**src/rtl/write_buffer.sv**
```systemverilog
// Posted-write FIFO between the core memory port and main memory.
// Writes queue in one cycle, drain one word per free memory cycle, and reads forward the youngest match.
module write_buffer #(
  parameter int XLEN  = 32,
  parameter int DEPTH = 4,
  parameter int PTR_W = $clog2(DEPTH)
) (
  input  logic            clk,
  input  logic            rst_b,
  input  logic [XLEN-1:0] core_addr,
  input  logic [7:0]      core_data_in [0:3],
  input  logic            core_we,
  input  logic            core_re,
  output logic [7:0]      core_data_out [0:3],
  output logic            stall,
  output logic            empty,
  output logic [XLEN-1:0] mem_addr,
  output logic [7:0]      mem_data_in [0:3],
  input  logic [7:0]      mem_data_out [0:3],
  output logic            mem_write_en
);

  logic [XLEN-3:0] addr_q [DEPTH];
  logic [7:0]      data_q [DEPTH][0:3];
  logic [PTR_W-1:0] head;
  logic [PTR_W-1:0] tail;
  logic [PTR_W:0]   count;

  logic       hit;
  logic [7:0] fwd_data [0:3];
  logic       enq;
  logic       drain;

  assign stall = (count == (PTR_W+1)'(DEPTH));
  assign empty = (count == '0);
  assign enq   = core_we && !stall;

  // Scan oldest to youngest so the last valid match (nearest tail) wins.
  always_comb begin
    hit      = 1'b0;
    fwd_data = '{default: 8'h00};
    for (int i = 0; i < DEPTH; i++) begin
      if (((PTR_W+1)'(i) < count) &&
          (addr_q[head + PTR_W'(i)] == core_addr[XLEN-1:2])) begin
        hit      = 1'b1;
        fwd_data = data_q[head + PTR_W'(i)];
      end
    end
  end

  always_comb begin
    if (hit) core_data_out = fwd_data;
    else     core_data_out = mem_data_out;
  end

  // A read that misses the buffer owns the memory port; otherwise drain the head entry.
  always_comb begin
    drain        = 1'b0;
    mem_write_en = 1'b0;
    mem_addr     = core_addr;
    mem_data_in  = '{default: 8'h00};
    if (!rst_b) begin
      mem_addr = '0;
    end else if (!(core_re && !hit) && (count != '0)) begin
      drain        = 1'b1;
      mem_write_en = 1'b1;
      mem_addr     = {addr_q[head], 2'b00};
      mem_data_in  = data_q[head];
    end
  end

  always_ff @(posedge clk or negedge rst_b) begin
    if (!rst_b) begin
      head  <= '0;
      tail  <= '0;
      count <= '0;
    end else begin
      if (enq)   tail <= tail + PTR_W'(1);
      if (drain) head <= head + PTR_W'(1);
      count <= count + (PTR_W+1)'(enq) - (PTR_W+1)'(drain);
    end
  end

  always_ff @(posedge clk) begin
    if (enq) begin
      addr_q[tail] <= core_addr[XLEN-1:2];
      data_q[tail] <= core_data_in;
    end
  end

endmodule

```
**config.mk**
```make
export PLATFORM = sky130hd
export DESIGN_NAME = write_buffer
export DESIGN_NICKNAME = d
export VERILOG_FILES = /design/src/rtl/write_buffer.sv
export SDC_FILE = /design/constraint.sdc
export NUM_CORES = 1
export LEC_CHECK = 0
export BUFFER_PORTS_ARGS = -buffer_cell sky130_fd_sc_hd__buf_4
export CAP_MARGIN = 40
export CORE_MARGIN = 5
export CORE_UTILIZATION = 60
export CTS_BUF_LIST = sky130_fd_sc_hd__clkbuf_8 sky130_fd_sc_hd__clkbuf_16
export CTS_CLUSTER_SIZE = 8
export DETAILED_ROUTE_END_ITERATION = 8
export PLACE_DENSITY = 0.81
export SYNTH_ARGS = -nofsm -noshare
export SYNTH_HDL_FRONTEND = slang
export SYNTH_SLANG_ARGS = --single-unit
```
**constraint.sdc**
```tcl
create_clock -name clk -period 8 [get_ports clk]
set_input_delay 1.2 -clock clk [delete_from_list [all_inputs] [get_ports clk]]
set_output_delay 1.2 -clock clk [all_outputs]
set_load 0.02 [all_outputs]
```
==> results of run 1 <==
==> stage by stage <==
step	setup WS, ns	util	hold slack [ns]	total power, mW	area (sq um)
2_1_floorplan	2.90	-	0.541	4.97	18200
3_3_place_gp	1.79	0.658	0.585	5.72	19600
3_5_place_dp	1.84	0.661	0.632	5.87	19700
4_1_cts	1.30	0.697	0.637	7.30	20800
5_1_grt	1.12	0.698	0.649	7.72	20800
6_report	1.46	0.698	0.631	7.35	20800
==> synth_stat cells, drive strengths merged, types with 36 or more instances <==
cell type and n:
a211oi 125, buf 86, clkbuf 69, edfxtp 248, inv 103, mux2i 197, mux4 94, nand2 127
nor2b 36, o21ai 45, o22ai 37, xnor2 71
==> routing by layer <==
layer | global-route usage | part of all wire | up-vias
met5 | 0 | 0.00027 | -
met4 | 0.102 | 0.036 | 2
met3 | 0.0606 | 0.11 | 150
met2 | 0.469 | 0.47 | 883
met1 | 0.404 | 0.38 | 7004
li1 | - | - | 6238
==> worst min path at each step <==
stage	end	slack (ns)	depth (start not counted)
final	count[0]$_DFF_PN0_	0.63	1
after global routing	count[0]$_DFF_PN0_	0.65	1
after CTS	count[0]$_DFF_PN0_	0.64	1
after floorplan	count[0]$_DFF_PN0_	0.54	1
after detailed placement	count[0]$_DFF_PN0_	0.63	1
after global placement	count[0]$_DFF_PN0_	0.58	1
==> kinds of logic (layout without fill, tap and decap cells) <==
kind of cell,Yosys count,after routing
multiplexers,312,312
flip-flops,255,255
XOR/XNOR,103,103
AO/OA/AOI/OAI,329,329
AND/OR/NAND/NOR,286,286
buffers and inverters,259,390
adder cells (fa/ha/maj),9,9
==> flip-flops by register name (all words and copies together) (netlist names) <==
| register | cells |
|---|---|
| count | 3 |
| tail | 2 |
| head | 2 |
| addr_q | 120 |
| data_q | 128 |
==> critical path, stage by stage (launching register included) <==
cell,delay (ns)
dfrtp_4,0.71
buf_16,0.30
buf_4,0.62
mux4_2,0.62
xnor2_1,0.26
o211ai_1,0.15
nor3_2,0.32
and2_4,0.56
buf_12,0.33
mux2i_1,0.22
nor4_1,0.07
a211oi_1,0.42
buf_4,0.24
==> cell type report <==
| class | instances | area share |
|---|---|---|
| multi-input combinational | 1039 | 0.451 |
| sequential | 255 | 0.367 |
| timing repair buffer | 227 | 0.0882 |
| clock buffer | 39 | 0.0470 |
| tap | 390 | 0.0235 |
| inverter | 104 | 0.0188 |
| clock inverter | 20 | 0.00403 |
==> where the power goes <==
group	switching, mW	internal, mW
Sequential	0.210	1.78
Clock	0.556	0.864
Combinational	2.25	1.69
==> impl_metrics.env, run 1 <==
export IMPL_status="finished, final reports clean"
export IMPL_cp_max_fo=56
export IMPL_regToRegStartpoint="head[1]$_DFFE_PN0P_"
export IMPL_endpoint="core_data_out[30]"
export IMPL_fin_cells=2074
export IMPL_critical_path_arrival_ns=5.34
export IMPL_synth_edf_count=248
export IMPL_via_per_inst=6.88
export IMPL_postSynthAreaPerCell_sq_um=11.7
export IMPL_p_leak_nw=7.75
export IMPL_synth_top_cell_by_area="edfxtp_1"
export IMPL_hold_path_startpoint="count[0]$_DFF_PN0_"
export IMPL_cts_resized_gates=0
export IMPL_required_ns=6.80
export IMPL_setup_violations_final=0
export IMPL_cts_sinks=255
export IMPL_clockRootBuffer="clkbuf_16"
export IMPL_worstReg2RegEnd="count[2]$_DFF_PN0_"
export IMPL_worst_pin_slew_ns=0.854
export IMPL_ir_worst_vdd_uv=325
export IMPL_layout_common_cells="edfxtp_1, buf_4, mux2i_1"
export IMPL_rrSetupSlack_ns=2.65
export IMPL_regArea_sq_mm=0.00763
export IMPL_drtAntennaViolNets=0
export IMPL_portBuffers=198
export IMPL_area_delta_synth_final_pct=14.0
export IMPL_synth_seq_area_share=0.418
export IMPL_gp_congestion=0.960
export IMPL_synth_top_area_share=0.408
export IMPL_ctsHoldBuffers=0
export IMPL_fillers=2083
export IMPL_tns_ns=0
export IMPL_synth_area_leaders="edfxtp_1, mux4_2, mux2i_1"
export IMPL_layout_nets=1774
export IMPL_die_h_um=184
export IMPL_synth_simple_area_share=0.0768
export IMPL_cts_tree="built"
export IMPL_ios=199
export IMPL_start_util=0.612
export IMPL_end_kind="output port"
export IMPL_die_area_sq_mm=0.0340
export IMPL_post_cts_buffers=0
export IMPL_drv_cap=0
export IMPL_insertion_delay_ns=0.51
export IMPL_synthAdderAreaFrac=0.00659
export IMPL_synthXorXnorAreaFrac=0.0495
export IMPL_wl_mm=51.4
export IMPL_vias=14300
export IMPL_yosysWarnings=0
export IMPL_cts_buffers=38
export IMPL_post_drt_wl_per_cell_um=24.8
export IMPL_dpl_cell_count=2014
export IMPL_synth_cell_types=65
export IMPL_place_hpwl_mm=33.8
export IMPL_drcViolationCount=0
export IMPL_postSynth_asyncResetShare=0.0275
export IMPL_synth_compound_area_share=0.143
export IMPL_grt_pass1_vias=13900
export IMPL_fmax_mhz=153
export IMPL_timing_hold_violations_final=0
export IMPL_syn_inst=1553
export IMPL_insertedDiodeCount=0
export IMPL_criticalPathCategory="reg2out"
export IMPL_skew_ns=0.0128
export IMPL_htreeDepth=2
export IMPL_final_common_cell="edfxtp_1"
export IMPL_finalMaxSlewViolations=0
export IMPL_ys_seq_elements=255
export IMPL_synth_flop_cell="edfxtp_1"
export IMPL_dr_pass1_iters=6
export IMPL_r2r_cells=16
export IMPL_die_w_um=184
export IMPL_antenna_found_initial=1
export IMPL_grtUsageTotal=0.294
export IMPL_rsz0062_at_grt="no"
export IMPL_grt_first_pass_wirelength_mm=78.6
export IMPL_hold_path_class="reg2reg"
export IMPL_critPathLaunch="head[0]$_DFFE_PN0P_"
export IMPL_placementRows=63
export IMPL_synthMuxAreaShare=0.237
export IMPL_core_area_sq_mm=0.0298
export IMPL_grt_max_degree=81
export IMPL_clockBufferDepth=3
export IMPL_multi_input_area_sq_mm=0.00938
export IMPL_drive_gt1_frac=0.255
export IMPL_max_slew_margin=0.431
export IMPL_power_density_mw_per_mm2=354
export IMPL_fin_crit_sh=0.818
export IMPL_drt_iter0_markers=1771
export IMPL_synth_nets=1662
export IMPL_period_needed_ns=6.54
export IMPL_synth_top_family_by_area="multiplexers"
export IMPL_syn_area_sq_mm=0.0182
export IMPL_start_kind="flop"
export IMPL_grt_overflow=0
export IMPL_clk_pin_slew_ns=0.05
(Power assumes the default switching activity.)
==> run 2: changes to the inputs <==
--- a/config.mk
+++ b/config.mk
@@ -5,14 +5,15 @@
 export SDC_FILE = /design/constraint.sdc
 export NUM_CORES = 1
 export LEC_CHECK = 0
+export ABC_AREA = 1
 export BUFFER_PORTS_ARGS = -buffer_cell sky130_fd_sc_hd__buf_4
 export CAP_MARGIN = 40
 export CORE_MARGIN = 5
-export CORE_UTILIZATION = 60
+export CORE_UTILIZATION = 55
 export CTS_BUF_LIST = sky130_fd_sc_hd__clkbuf_8 sky130_fd_sc_hd__clkbuf_16
 export CTS_CLUSTER_SIZE = 8
 export DETAILED_ROUTE_END_ITERATION = 8
-export PLACE_DENSITY = 0.81
+export PLACE_DENSITY = 0.78
 export SYNTH_ARGS = -nofsm -noshare
 export SYNTH_HDL_FRONTEND = slang
 export SYNTH_SLANG_ARGS = --single-unit
==> constraint.sdc (replaced) <==
create_clock -name clk -period 5.4 [get_ports clk]
set_input_delay 0.81 -clock clk [delete_from_list [all_inputs] [get_ports clk]]
set_output_delay 0.81 -clock clk [all_outputs]
set_load 0.02 [all_outputs]
==> impl_metrics.env, run 2 <==
export IMPL_yosysMostFrequentCell="nand2_1"
export IMPL_grt_util_met2=0.476
export IMPL_fmax_mhz=195
export IMPL_cts_resized_gates=0
export IMPL_synth_edf_count=248
export IMPL_rrSetupSlack_ns=1.03
export IMPL_wl_mm=58.2
export IMPL_largest_reg_flops=128
export IMPL_critical_path_arrival_ns=4.32
export IMPL_layout_common_cells="nand2_1, nand3_1, inv_1"
export IMPL_die_w_um=195
export IMPL_area_delta_synth_final_pct=15.6
export IMPL_portBuffers=198
export IMPL_whs_endpoint="data_q[2][14]$_DFFE_PP_"
export IMPL_final_common_cell="nand2_1"
export IMPL_p_sw_mw=5.73
export IMPL_synth_top_cell_by_area="edfxtp_1"
export IMPL_hold_path_startpoint="core_data_in[14]"
export IMPL_start_util=0.559
export IMPL_crit_path_max_incr_delay_ns=0.51
export IMPL_power_density_mw_per_mm2=538
export IMPL_antenna_found_initial=2
export IMPL_worst_path_max_delay_cell="dfrtp_4"
export IMPL_layout_nets=3047
export IMPL_grt_util_met3=0.0597
export IMPL_postSynth_asyncResetShare=0.0275
export IMPL_synth_cell_types=33
export IMPL_grt_pass1_vias=18100
export IMPL_ctsHoldBuffers=0
export IMPL_worstReg2RegEnd="count[2]$_DFF_PN0_"
export IMPL_criticalPathCategory="reg2out"
export IMPL_dr_pass1_iters=6
export IMPL_regToRegStartpoint="head[0]$_DFFE_PN0P_"
export IMPL_worst_pin_slew_ns=0.883
export IMPL_drive_gt1_frac=0.112
export IMPL_ir_worst_vdd_uv=326
export IMPL_start_kind="flop"
export IMPL_post_drt_wl_per_cell_um=17.1
export IMPL_cts_tree="built"
export IMPL_clockRootBuffer="clkbuf_16"
export IMPL_syn_area_sq_mm=0.0188
export IMPL_grt_first_pass_wirelength_mm=92.0
export IMPL_synth_flop_cell="edfxtp_1"
export IMPL_power_frac_clock=0.185
export IMPL_tns_ns=0
export IMPL_cts_sinks=255
export IMPL_synth_nets=2915
export IMPL_fin_cells=3412
export IMPL_period_needed_ns=5.13
export IMPL_ios=199
export IMPL_timing_hold_violations_final=0
export IMPL_use_met1=0.394
export IMPL_clockBufferDepth=3
export IMPL_end_kind="output port"
export IMPL_max_slew_margin=0.411
export IMPL_regArea_sq_mm=0.00763
export IMPL_grtUsageTotal=0.295
export IMPL_synth_area_leaders="edfxtp_1, nand2_1, nand3_1"
export IMPL_grt_busiest_layer="met2"
export IMPL_die_h_um=195
export IMPL_r2r_cells=20
export IMPL_finalMaxSlewViolations=0
export IMPL_postSynthAreaPerCell_sq_um=6.69
export IMPL_rsz0062_at_grt="no"
export IMPL_synth_seq_area_share=0.406
export IMPL_grt_overflow=0
export IMPL_drtAntennaViolNets=0
export IMPL_p_leak_nw=10.9
export IMPL_place_hpwl_mm=39.6
export IMPL_drcViolationCount=0
export IMPL_cts_buffers=38
export IMPL_synth_commonest_cells="nand2_1, nand3_1, edfxtp_1, inv_1, o21ai_0"
export IMPL_critPathTopFamily="simple AND/OR/NAND/NOR gates"
export IMPL_grt_max_degree=85
export IMPL_die_area_sq_mm=0.0379
export IMPL_cp_max_fo=55
export IMPL_setup_violations_final=0
export IMPL_placementRows=67
export IMPL_yosysWarnings=0
export IMPL_skew_ns=0.0165
export IMPL_drt_iter0_markers=2090
export IMPL_multi_input_area_sq_mm=0.00955
export IMPL_dpl_cell_count=3346
export IMPL_synth_top_area_share=0.397
export IMPL_holdPathStages=1
export IMPL_status="finished, final reports clean"
export IMPL_combPwrFrac=0.576
export IMPL_fin_crit_sh=0.951
export IMPL_p_int_mw=5.97
export IMPL_cpMostUsedCell="nand2_1"
export IMPL_fillers=2912
export IMPL_syn_inst=2806
export IMPL_ys_seq_elements=255
export IMPL_crit_chain="clkinv_2 > buf_6 > nand2_1 > nand3_1 > nand2_1 > o21ai_1 > nor2_1 > nand2_1 > nor2_1 > nand2_1 > nor2_4 > nor2_1 > nand3_4 > nand2_1 > buf_6 > nand3_1 > nand2_1 > buf_4"
export IMPL_clk_pin_slew_ns=0.05
export IMPL_core_area_sq_mm=0.0336
export IMPL_via_per_inst=5.64
export IMPL_p_seq_frac=0.239
export IMPL_drv_cap=0
export IMPL_reg_top3="data_q: 128 flops, addr_q: 120 flops, count: 3 flops"
export IMPL_largest_register="data_q"
export IMPL_worst_path_buf_inv=4
export IMPL_gp_congestion=1.01
export IMPL_insertion_delay_ns=0.53
export IMPL_post_cts_buffers=0
export IMPL_p_sw_frac=0.490
export IMPL_vias=19200
export IMPL_hold_path_class="in2reg"
export IMPL_required_ns=4.59
export IMPL_htreeDepth=2
-- run 2: cell types whose count changed after synthesis, sizes merged, moves of 94 or more --
cell    change
inv       +150
nor2      +128
nand2    +1176
mux2i     -133
o21ai     +152
mux4       -94
a211oi    -125
nand3     +289
-- run 2: how the worst max path moves through the flow --
stage	start	end	slack, ns	depth (start not counted)
4_1_cts	head[1]$_DFFE_PN0P_	mem_data_in[24]	0.01	17
6_report	head[0]$_DFFE_PN0P_	mem_addr[30]	0.27	18
3_3_place_gp	head[1]$_DFFE_PN0P_	mem_data_in[24]	0.60	17
3_5_place_dp	head[1]$_DFFE_PN0P_	mem_data_in[24]	0.58	17
2_1_floorplan	core_we	addr_q[0][0]$_DFFE_PP_	1.31	2
5_1_grt	head[0]$_DFFE_PN0P_	mem_addr[30]	0.05	18
-- run 2: kinds of logic (layout without fill, tap and decap cells) --
group	after synthesis	after routing	share of synthesized area
and+or+nand+nor	1869	1869	0.409
buffers and inverters	402	559	0.0889
DFF	255	255	0.406
AOI/OAI and AO/OA	203	203	0.0541
muxes	64	64	0.0341
adders and majority gates	9	9	0.00640
xor gates and xnor gates	4	4	0.00187
other	0	1	0
-- run 2: area by class of cell --
class                      instances  area share
tap                              448      0.0258
multi-input combinational       2149       0.440
clock buffer                      39      0.0449
antenna                            1    0.000115
timing repair buffer             240      0.0880
inverter                         254      0.0441
sequential                       255       0.351
clock inverter                    26     0.00588
-- run 2: metrics by stage --
step                      utilization  hold WS (ns)  total power, mW  area [sq um]  worst slack (ns)
final                           0.646         0.472             11.7         21700             0.266
after global routing            0.646         0.454             12.6         21700            0.0461
after CTS                       0.645         0.455             11.5         21700            0.0117
after detailed placement        0.612         0.548             9.34         20600             0.582
after global placement          0.609         0.534             9.13         20500             0.596
after floorplan                     -         0.501             7.60         18800              1.31
-- run 2: per-layer routing --
metal	routed length (um)	vias to the layer above
met5	13	-
met4	2030	2
li1	-	9278
met1	23300	8754
met2	26600	1018
met3	6270	179
-- run 2: worst reg2reg max path, stage by stage, from the launching register on --
cell,delay (ns)
dfrtp_4,0.51
clkinv_2,0.10
buf_6,0.35
nand2_1,0.17
nand3_1,0.10
nand2_1,0.13
o21ai_1,0.37
nor2_1,0.08
nand2_1,0.07
nor2_1,0.06
nand2_1,0.15
nor2_4,0.05
nor2_1,0.37
nand3_4,0.31
nand3_4,0.26
inv_1,0.10
ha_1,0.28
inv_1,0.04
ha_1,0.19
fa_1,0.40
xnor2_1,0.14
-- run 2: power by group through the flow --
| stage | registers, mW | clock network, mW | logic [mW] |
|---|---|---|---|
| 4_1_cts | 2.79 | 2.19 | 6.56 |
| 6_report | 2.80 | 2.17 | 6.73 |
| 2_1_floorplan | 2.81 | 0 | 4.79 |
| 3_5_place_dp | 2.82 | 0 | 6.51 |
| 3_3_place_gp | 2.81 | 0 | 6.32 |
| 5_1_grt | 2.83 | 2.27 | 7.46 |
